<file path="config.mk">
export PLATFORM = sky130hd
export DESIGN_NAME = pci_rr_arbiter
export DESIGN_NICKNAME = d
export VERILOG_FILES = /design/src/rtl/pci_rr_arbiter.sv
export SDC_FILE = /design/constraint.sdc
export NUM_CORES = 1
export LEC_CHECK = 0
export CAP_MARGIN = 5
export CORE_MARGIN = 1.5
export CORE_UTILIZATION = 48
export DETAILED_ROUTE_END_ITERATION = 8
export PLACE_DENSITY = 0.83
export SKIP_CTS_REPAIR_TIMING = 1
export SYNTH_ARGS = -nofsm -noshare
export SYNTH_HDL_FRONTEND = slang
export SYNTH_SLANG_ARGS = --single-unit
</file>
<file path="constraint.sdc">
create_clock -name Clk -period 1.8 [get_ports Clk]
set_input_delay 0.36 -clock Clk [delete_from_list [all_inputs] [get_ports Clk]]
set_output_delay 0.36 -clock Clk [all_outputs]
set_load 0.1 [all_outputs]
</file>
<file path="src/rtl/pci_rr_arbiter.sv">
// Central round-robin arbiter for a three-master PCI-style bus.
// Tracks bus ownership from Frame/IRDY and drives registered active-low grants.
module pci_rr_arbiter #(
    parameter int TIMEOUT = 16
) (
    input  logic       Clk,
    input  logic       Reset,
    input  logic       Req_A,
    input  logic       Req_B,
    input  logic       Req_C,
    input  logic       Frame,
    input  logic       IRDY,
    output logic       GNT_A,
    output logic       GNT_B,
    output logic       GNT_C,
    output logic [1:0] Owner,
    output logic       Bus_Idle
);

    localparam logic [1:0] S_IDLE  = 2'd0;
    localparam logic [1:0] S_GRANT = 2'd1;
    localparam logic [1:0] S_BUSY  = 2'd2;
    localparam logic [1:0] S_TURN  = 2'd3;

    localparam logic [1:0] M_A = 2'd0;
    localparam logic [1:0] M_B = 2'd1;
    localparam logic [1:0] M_C = 2'd2;

    localparam logic [7:0] TIMER_LAST = 8'(TIMEOUT - 1);

    logic [1:0] state_r;
    logic [1:0] state_nxt_s;
    logic [1:0] holder_r;
    logic [1:0] holder_nxt_s;
    logic [1:0] last_r;
    logic [1:0] last_nxt_s;
    logic [7:0] timer_r;
    logic [7:0] timer_nxt_s;
    logic [7:0] timer_inc_s;
    logic       gnt_a_r;
    logic       gnt_b_r;
    logic       gnt_c_r;
    logic [1:0] owner_r;
    logic       bus_idle_r;

    logic [2:0] req_s;
    logic       idle_s;
    logic       frame_low_s;
    logic       any_req_s;
    logic       holder_req_s;
    logic       others_req_s;
    logic       holds_s;
    logic [1:0] winner_s;

    function automatic logic [1:0] next_master(input logic [1:0] m);
        logic [1:0] n;
        case (m)
            M_A:     n = M_B;
            M_B:     n = M_C;
            default: n = M_A;
        endcase
        return n;
    endfunction

    function automatic logic [2:0] master_mask(input logic [1:0] m);
        logic [2:0] mask;
        case (m)
            M_A:     mask = 3'b001;
            M_B:     mask = 3'b010;
            default: mask = 3'b100;
        endcase
        return mask;
    endfunction

    // Search Last+1, Last+2, then Last itself.
    function automatic logic [1:0] rr_pick(input logic [1:0] last, input logic [2:0] req);
        logic [1:0] c1;
        logic [1:0] c2;
        logic [1:0] pick;
        c1 = next_master(last);
        c2 = next_master(c1);
        if ((req & master_mask(c1)) != 3'b000) begin
            pick = c1;
        end else if ((req & master_mask(c2)) != 3'b000) begin
            pick = c2;
        end else begin
            pick = last;
        end
        return pick;
    endfunction

    // Only a solid 0 counts as asserted on any of the shared active-low lines.
    assign req_s        = {(Req_C === 1'b0), (Req_B === 1'b0), (Req_A === 1'b0)};
    assign frame_low_s  = (Frame === 1'b0);
    assign idle_s       = (Frame !== 1'b0) && (IRDY !== 1'b0);
    assign any_req_s    = (req_s != 3'b000);
    assign holder_req_s = ((req_s & master_mask(holder_r)) != 3'b000);
    assign others_req_s = ((req_s & ~master_mask(holder_r)) != 3'b000);
    assign winner_s     = rr_pick(last_r, req_s);
    assign timer_inc_s  = (timer_r == 8'hFF) ? timer_r : (timer_r + 8'd1);

    // Next-state, grant holder, round-robin pointer and grant timer selection.
    always_comb begin
        state_nxt_s  = state_r;
        holder_nxt_s = holder_r;
        last_nxt_s   = last_r;
        timer_nxt_s  = timer_r;
        case (state_r)
            S_IDLE, S_TURN: begin
                if (idle_s && any_req_s) begin
                    state_nxt_s  = S_GRANT;
                    holder_nxt_s = winner_s;
                    last_nxt_s   = winner_s;
                    timer_nxt_s  = 8'd0;
                end else begin
                    state_nxt_s  = S_IDLE;
                end
            end
            S_GRANT: begin
                if (frame_low_s) begin
                    state_nxt_s = S_BUSY;
                end else if (!holder_req_s || (timer_r == TIMER_LAST)) begin
                    state_nxt_s = S_TURN;
                end else begin
                    timer_nxt_s = timer_inc_s;
                end
            end
            S_BUSY: begin
                if (idle_s) begin
                    if (holder_req_s && !others_req_s) begin
                        state_nxt_s = S_GRANT;
                        timer_nxt_s = 8'd0;
                    end else begin
                        state_nxt_s = S_TURN;
                    end
                end else begin
                    state_nxt_s = S_BUSY;
                end
            end
            default: begin
                state_nxt_s = S_IDLE;
            end
        endcase
    end

    assign holds_s = (state_nxt_s == S_GRANT) || (state_nxt_s == S_BUSY);

    // State and registered outputs, all derived from the next state so no input reaches a port combinationally.
    always_ff @(posedge Clk) begin
        if (Reset) begin
            state_r    <= S_IDLE;
            holder_r   <= M_A;
            last_r     <= M_C;
            timer_r    <= 8'd0;
            gnt_a_r    <= 1'b1;
            gnt_b_r    <= 1'b1;
            gnt_c_r    <= 1'b1;
            owner_r    <= 2'd0;
            bus_idle_r <= 1'b0;
        end else begin
            state_r    <= state_nxt_s;
            holder_r   <= holder_nxt_s;
            last_r     <= last_nxt_s;
            timer_r    <= timer_nxt_s;
            gnt_a_r    <= !(holds_s && (holder_nxt_s == M_A));
            gnt_b_r    <= !(holds_s && (holder_nxt_s == M_B));
            gnt_c_r    <= !(holds_s && (holder_nxt_s == M_C));
            owner_r    <= holds_s ? (holder_nxt_s + 2'd1) : 2'd0;
            bus_idle_r <= idle_s;
        end
    end

    assign GNT_A    = gnt_a_r;
    assign GNT_B    = gnt_b_r;
    assign GNT_C    = gnt_c_r;
    assign Owner    = owner_r;
    assign Bus_Idle = bus_idle_r;

endmodule
</file>
==> out/metrics.cfg, run 1 <==
[synthesis]
synth.distinct_cells=36
synth_edf_count=0
avgSynthCellArea_um2=8.63
syn-num-nets=135
postSynth.asyncResetShare_pct=0
ys_seq_area_share_pct=38.0
ys_warn_count=0
synth-main-ff-cell=dfxtp_1
synth_cells=122
synth_area_mm2=0.00105
ys_ff_latch=20

[placed_design]
port_buffers=12
place.gp.congestion=0.850
detailed_place_hpwl_um=2090
dpl_cell_area_mm2=0.00146
dp.cells=186

[detailed_routing]
drt_wl_total_um=3280
avgViaCountPerCell=5.79
drt_iter0_markers=33
via_count=1130
drc=0
wl_per_cell_um=16.8
ant_nets=0
dr.pass1.iters=4

[grt]
antenna_found_initial=0
grt_pass1_wl_um=4220
grt_max_degree=12
grtUsageTotal_pct=22.4
overflow=0
first_global_vias=1043

[critical_path]
ff2ff_path_depth=7
cp-end-kind=flip-flop
path_cells=clkdlybuf4s50_1, and2_4, o21ai_2, o31ai_4, nand3_4, or3_4, a21oi_2
r2r_setup_slack_ns=-0.10
path_max_fanout=6
slowest_stage=clkdlybuf4s50_1
crit_path_max_incr_delay_ns=0.49
cp.arrival_ns=2.15
required_ns=2.05
cp_top_family=simple AND/OR/NAND/NOR gates
critPathLaunchType=input pin
r2r-start=timer_r[1]
crit_type=input pin to flip-flop
path_buf_inv=1
r2r-end=Owner[0]

[final_layout]
drive_gt1_share_pct=41.7
area_delta_synth_final_pct=58.9
antenna_cells=0
fin_util_pct=82.7
layoutNonFillerInstCount=195
fillers=111
design_area_mm2=0.00167
nNetsFinal=182

[timing]
period_minus_slack_ns=1.90
setup-violations-final=12
worstMarginPinSlew_ns=0.369
final_hold_viol_count=0
slew_headroom_pct=75.4
clock_skew_ns=0.00511
rsz0062_at_grt=yes
period_share_pct=106
hold_slack_ns=0.496
max_freq_ghz=0.525
report.final.slew_viol_count=0
setup_slack_ns=-0.104

[floorplanning]
start_util_pct=52.0
fp.dieW_um=49.8
coreArea_mm2=0.00202
die_h_um=49.8
rows=16
num_io_pins=13
die-area_mm2=0.00248

[clocking]
insertion_delay_ns=0.30
cts_root_buf=clkbuf_4
cts_tree=built
clock_sinks=20
htreeDepth=1
clk_pin_slew_ns=0.12
clockBufferDepth=2
cts_made_buffers=3

[worst_hold_path]
holdPathEnd=last_r[0]
min_path_type=flip-flop to flip-flop
holdPathStages=2
min_from=last_r[0]

[run_status]
outcome=finished, violations left
violations=negative setup slack

[power_and_ir_drop]
combPwrFrac_pct=30.7
intPower_uw=730
switching_share_pct=31.9
p_leak_nw=0.703
clockPowerShare_pct=24.6
cellPowerDensity_mw_per_mm2=641
sequentialPowerShare_pct=44.6
switchingPower_uw=342
vdd_drop_max_mv=0.596

[run]
cap_violations=0

-- power groups by stage --
stage	clock network [mW]	logic (mW)	registers (mW)
2_1_floorplan	0	0.100	0.533
6_report	0.264	0.329	0.478
3_3_place_gp	0	0.262	0.483
5_1_grt	0.297	0.348	0.481
4_1_cts	0.266	0.273	0.474
3_5_place_dp	0	0.271	0.484
-- routing by layer --
layer	up-vias	GRT usage (%)	part of all wire (%)
li1	531	-	-
met1	557	22.8	40
met2	36	42.2	55
met3	6	6.06	4.3
met4	0	9.72	1.3
met5	-	0	0
-- synth_stat cells (3+ instances only) --
| cell | instances | area (µm²) |
|---|---|---|
| nand2b_1 | 3 | 18.8 |
| dfxtp_1 | 20 | 400 |
| nand2_1 | 11 | 41.3 |
| inv_1 | 5 | 18.8 |
| nor2_1 | 11 | 41.3 |
| o21ai_0 | 7 | 35.0 |
| and2_1 | 4 | 25.0 |
| ha_1 | 6 | 75.1 |
| nand4_1 | 4 | 25.0 |
| nand3_1 | 9 | 45.0 |
| a21oi_1 | 7 | 35.0 |
-- cell families after synthesis --
| logic type | synth area share [%] |
|---|---|
| AOI/OAI and AO/OA | 21.0 |
| xor gates and xnor gates | 2.50 |
| buffers and inverters | 2.50 |
| adders and majority gates | 7.13 |
| and+or+nand+nor | 26.9 |
| muxes | 1.90 |
| DFF | 38.0 |
-- layout make-up --
class                   instances  area (µm²)  share of cell area [%]
well taps                      27        33.8                    2.02
inverters                       5        18.8                    1.12
multi-input cells              95         741                    44.3
flip-flops and latches         20         404                    24.2
clock buffers                   4        36.3                    2.17
repair buffers                 44         438                    26.2
-- worst register-to-register path, stage by stage (launching register included) --
cell       delay [ns]
dfxtp_1          0.39
ha_1             0.20
nand3_1          0.25
o211ai_1         0.30
a2bb2oi_2        0.21
a2111o_1         0.14
o211ai_2         0.14
and2_1           0.18
-- cell usage in the layout, fill, tap and decap left out, types with 4 or more instances in the layout --
master / count
nand2_1: 10
buf_4: 30
nand4_1: 4
dfxtp_1: 17
a21oi_2: 4
buf_12: 6
ha_1: 6
dlymetal6s2s_1: 4
inv_1: 5
nor2_1: 10
o21ai_0: 4
nand3_1: 8
-- per-stage QoR --
| step | total power [mW] | worst slack (ns) | TNS, ns |
|---|---|---|---|
| 5_1_grt | 1.13 | -0.179 | -1.52 |
| 3_3_place_gp | 0.744 | -0.394 | -4.43 |
| 3_5_place_dp | 0.755 | -0.519 | -5.93 |
| 2_1_floorplan | 0.633 | 0.00799 | 0 |
| 4_1_cts | 1.01 | -0.204 | -1.23 |
| 6_report | 1.07 | -0.104 | -0.712 |
-- how the worst max path moves through the flow --
stage,startpoint,endpoint,slack [ns],depth (start not counted)
finish,Frame,timer_r[5],-0.10,7
global route,timer_r[1],Owner[0],-0.18,7
CTS,IRDY,timer_r[5],-0.20,7
global placement,IRDY,timer_r[5],-0.39,7
detailed placement,IRDY,timer_r[5],-0.52,7
floorplan,state_r[0],Owner[1],0.008,8
-- flip-flops by register name, summed over array words and instances, names as in the netlist --
signal and flops:
timer_r 8, Owner 2, holder_r 2, last_r 2
state_r 2, Bus_Idle 1, GNT_A 1, GNT_B 1
GNT_C 1
Note: power is estimated with default switching activity, not from simulation.
==> run 2, diff against run 1 <==
--- a/config.mk
+++ b/config.mk
@@ -9,7 +9,7 @@
 export CORE_MARGIN = 1.5
 export CORE_UTILIZATION = 48
 export DETAILED_ROUTE_END_ITERATION = 8
-export PLACE_DENSITY = 0.83
+export PLACE_DENSITY_LB_ADDON = 0.25
 export SKIP_CTS_REPAIR_TIMING = 1
 export SYNTH_ARGS = -nofsm -noshare
 export SYNTH_HDL_FRONTEND = slang
==> run 2 against run 1 <==
The run still ends with negative setup slack left. Clock skew up 0.0011 ns. Power up 9.8%. First-iteration DRC count up 27%. Final area up 0.97%. Routed wire length down 3.0%. Core utilization up 0.80 points. Sequential power about the same. Fmax down 2.7%. Flip-flop and latch count unchanged. Via count down 0.18%. Clock-buffer cell count down 1. Highest routed layer unchanged.
==> out/metrics.cfg, run 2 (synthesis gave the netlist of run 1 again) <==
[detailed_routing]
dr.pass1.iters=5
via_count=1128
drc=0
ant_nets=0
wl_per_cell_um=16.3
drt_iter0_markers=42
avgViaCountPerCell=5.78
drt_wl_total_um=3180

[critical_path]
critPathLaunchType=flip-flop
cp-end-kind=flip-flop
crit_type=flip-flop to flip-flop
path_max_fanout=6
r2r_setup_slack_ns=-0.16
required_ns=2.04
cp.arrival_ns=2.20

[final_layout]
fillers=122
largest_register=timer_r
fin_util_pct=83.5
area_delta_synth_final_pct=60.4
largest_reg_flops=8
drive_gt1_share_pct=41.7
layoutNonFillerInstCount=195
nNetsFinal=182
final_cell_mix=buf_4, dfxtp_1, nand2_1
layout_commonest_cell=buf_4
design_area_mm2=0.00169
antenna_cells=0

[floorplanning]
start_util_pct=52.0
die_h_um=49.8
fp.dieW_um=49.8
die-area_mm2=0.00248
rows=16
num_io_pins=13
coreArea_mm2=0.00202

[clocking]
cts_made_buffers=3
clockBufferDepth=2
clock_sinks=20
cts_root_buf=clkbuf_4
clk_pin_slew_ns=0.13
cts_tree=built
insertion_delay_ns=0.30
htreeDepth=1

[timing]
slew_headroom_pct=71.2
setup-violations-final=13
max_freq_ghz=0.511
final_hold_viol_count=0
worstMarginPinSlew_ns=0.430
setup_slack_ns=-0.157
rsz0062_at_grt=yes
hold_slack_ns=0.498
period_minus_slack_ns=1.96
clock_skew_ns=0.00622
period_share_pct=109
report.final.slew_viol_count=0

[power_and_ir_drop]
vdd_drop_max_mv=0.730
cellPowerDensity_mw_per_mm2=697
p_leak_nw=0.713
total_power_mw=1.18

[placed_design]
detailed_place_hpwl_um=2040
port_buffers=12
place.gp.congestion=0.863
dp.cells=188
dpl_cell_area_mm2=0.00148

[grt]
grt_pass1_wl_um=4300
antenna_found_initial=0
grtUsageTotal_pct=22.3
first_global_vias=1047
overflow=0
grt_max_degree=13

[run_status]
outcome=finished, violations left
violations=negative setup slack

[worst_hold_path]
min_path_type=flip-flop to flip-flop

[run]
cap_violations=0

run 2: final cells by class:
| type | count | area (µm²) | area share, % |
|---|---|---|---|
| clock buffers | 3 | 22.5 | 1.33 |
| clock inverters | 1 | 30.0 | 1.78 |
| inverters | 5 | 18.8 | 1.11 |
| multi-input cells | 95 | 733 | 43.4 |
| flip-flops and latches | 20 | 404 | 23.9 |
| well taps | 27 | 33.8 | 2.00 |
| repair buffers | 44 | 445 | 26.4 |
run 2: through the flow:
| stage | setup WS [ns] | setup TNS, ns |
|---|---|---|
| after floorplan | 0.00799 | 0 |
| after global placement | -0.367 | -4.55 |
| after detailed placement | -0.441 | -5.24 |
| after CTS | -0.167 | -1.21 |
| after global routing | -0.211 | -1.67 |
| final | -0.157 | -0.917 |
run 2: critical path, cell delays in order, from the launching register on:
cell and delay (ns):
dfxtp_2 0.40, mux2i_2 0.32, o211ai_1 0.25, o21ai_2 0.28
nand3_4 0.13, or3_4 0.42, a21oi_2 0.12
run 2: worst paths after layout:
check                           cells past startpoint         end   startpoint
worst max-delay path                                6  timer_r[5]  holder_r[0]
worst min register to register                      2   last_r[0]    last_r[0]
worst max register to register                      6  timer_r[5]  holder_r[0]
worst min-delay path                                2   last_r[0]    last_r[0]
run 2: report_power, final:
part           total (mW)  internal (mW)  switching [mW]  leakage, nW
Combinational       0.328          0.147           0.181        0.522
Sequential          0.477          0.460          0.0175        0.164
Clock               0.372          0.225           0.147       0.0279
run 2: layer usage:
layer	routed length, µm	vias up	global-route usage (%)
li1	-	534	-
met1	1340	554	25.2
met2	1660	36	41.3
met3	148	4	4.55
met4	32	0	6.94
met5	0	-	0
==> run 3, diff against run 2 <==
--- a/config.mk
+++ b/config.mk
@@ -5,9 +5,10 @@
 export SDC_FILE = /design/constraint.sdc
 export NUM_CORES = 1
 export LEC_CHECK = 0
+export ABC_AREA = 1
 export CAP_MARGIN = 5
 export CORE_MARGIN = 1.5
-export CORE_UTILIZATION = 48
+export CORE_UTILIZATION = 50
 export DETAILED_ROUTE_END_ITERATION = 8
 export PLACE_DENSITY_LB_ADDON = 0.25
 export SKIP_CTS_REPAIR_TIMING = 1
==> run 3 against run 2 <==
Largest power group unchanged. Highest routed layer unchanged. Routed wire length decreased by 3.8%. The run now ends clean. Hold slack improved by 0.022 ns. Largest cell class unchanged. Power decreased by 2.1%. Synthesized area increased by 16%.
==> out/metrics.cfg, run 3 <==
[detailed_routing]
via_count=1254
drt_wl_total_um=3060
drc=0
wl_per_cell_um=13.2
drt_iter0_markers=25
dr.pass1.iters=5
ant_nets=0
avgViaCountPerCell=5.41

[clocking]
cts_made_buffers=3
clockBufferDepth=2
insertion_delay_ns=0.31
cts_root_buf=clkbuf_4
clock_sinks=20
htreeDepth=1
cts_tree=built
clk_pin_slew_ns=0.12

[critical_path]
slowest_stage=dfxtp_2
crit_path_max_incr_delay_ns=0.35
path_buf_inv=4
critPathLaunchType=flip-flop
path_max_fanout=5
path_cells=inv_1, ha_1, inv_1, nor2_4, nand2_1, nand2_1, inv_1, ha_1, inv_1, nor2_1
cp-end-kind=flip-flop
crit_type=flip-flop to flip-flop
cp_top_family=adder cells
crit_top_cell=inv_1
required_ns=2.01
cp.arrival_ns=1.91

[synthesis]
syn-num-nets=184
synth_most_common_cell=nand2_1
synth_area_leaders=dfxtp_1, nand2_1, inv_1, ha_1, nand4_1
ys_seq_area_share_pct=32.9
synth-main-ff-cell=dfxtp_1
synth_area_mm2=0.00122
ys_top_cells_by_count=nand2_1, inv_1, dfxtp_1, nor2_1, nand4_1
postSynth.asyncResetShare_pct=0
ys_warn_count=0
synth_cells=171
yosysTopAreaCellShare_pct=32.9
synth_edf_count=0
synth.distinct_cells=26
yosysTopAreaCell=dfxtp_1
avgSynthCellArea_um2=7.11
ys_ff_latch=20

[grt]
antenna_found_initial=0
grt_max_degree=14
first_global_vias=1194
overflow=0
grtUsageTotal_pct=24.3
grt_pass1_wl_um=4910

[floorplanning]
num_io_pins=13
start_util_pct=53.9
die_h_um=52.3
coreArea_mm2=0.00225
rows=17
die-area_mm2=0.00274
fp.dieW_um=52.3

[timing]
slew_headroom_pct=82.1
period_share_pct=94.7
final_hold_viol_count=0
clock_skew_ns=0.0124
setup-violations-final=0
max_freq_ghz=0.587
report.final.slew_viol_count=0
period_minus_slack_ns=1.70
worstMarginPinSlew_ns=0.268
hold_slack_ns=0.520

[final_layout]
largest_register=timer_r
area_delta_synth_final_pct=34.9
final_cell_mix=nand2_1, nor2_1, dfxtp_1
largest_reg_flops=8
drive_gt1_share_pct=28.4
antenna_cells=0
layoutNonFillerInstCount=232
layout_commonest_cell=nand2_1
nNetsFinal=218

[run_status]
outcome=finished clean

[run]
cap_violations=0

[power_and_ir_drop]
cellPowerDensity_mw_per_mm2=702
vdd_drop_max_mv=0.638
p_leak_nw=0.702

[worst_hold_path]
min_path_type=flip-flop to flip-flop

[placed_design]
port_buffers=12
detailed_place_hpwl_um=2210
place.gp.congestion=0.839
dp.cells=227

## run 3: cell type report
cell class,count,area [µm²]
multi-input cells,125,737
fillers,184,614
flip-flops and latches,20,402
repair buffers,30,320
inverters,25,93.8
well taps,28,35.0
clock inverters,1,30.0
clock buffers,3,22.5
## run 3: worst register-to-register path, cell delays in order (launching register included)
cell	delay, ns
dfxtp_2	0.35
inv_1	0.06
ha_1	0.32
inv_1	0.10
nor2_4	0.16
nand2_1	0.10
nand2_1	0.09
inv_1	0.07
ha_1	0.27
inv_1	0.05
nor2_1	0.03
## run 3: cell families (layout without fill, tap and decap cells)
family | count (synthesis) | in the layout | share of synthesized area [%]
AO/OA/AOI/OAI | 18 | 18 | 9.67
XOR/XNOR | 4 | 4 | 2.88
adder cells (fa/ha/maj) | 6 | 6 | 6.17
buffers and inverters | 26 | 59 | 8.02
flip-flops | 20 | 20 | 32.9
AND/OR/NAND/NOR | 97 | 97 | 40.3
## run 3: metal layers
metal / wire length (µm) / GRT usage (%) / vias up
met3: 159 / 5.14 / 13
li1: - / - / 618
met1: 1240 / 26.2 / 578
met5: 0 / 0 / -
met2: 1550 / 45.0 / 45
met4: 107 / 9.83 / 0
## run 3: final timing paths
kind	start	endpoint	slack, ns	depth (start not counted)
worst max-delay path	state_r[0]	Owner[1]	0.1	10
worst min-delay path	timer_r[0]	timer_r[0]	0.52	2
worst max register to register	state_r[0]	Owner[1]	0.1	10
worst min register to register	timer_r[0]	timer_r[0]	0.52	2
## run 3: stage by stage
step           util (%)  TNS [ns]  instance area (µm²)  setup WS, ns  total power [mW]
3_5_place_dp       69.0     -2.32                 1560        -0.322             0.774
2_1_floorplan         -         0                 1220         0.147             0.660
5_1_grt            72.8   -0.0239                 1640       -0.0239              1.20
4_1_cts            71.3         0                 1610       0.00931              1.15
3_3_place_gp       69.0     -1.36                 1560        -0.205             0.766
6_report           72.8         0                 1640        0.0962              1.15
## run 3: report_power, final
group	total [mW]	switching, mW	internal, mW
Sequential	0.476	0.0153	0.460
Clock	0.370	0.145	0.225
Combinational	0.306	0.189	0.117
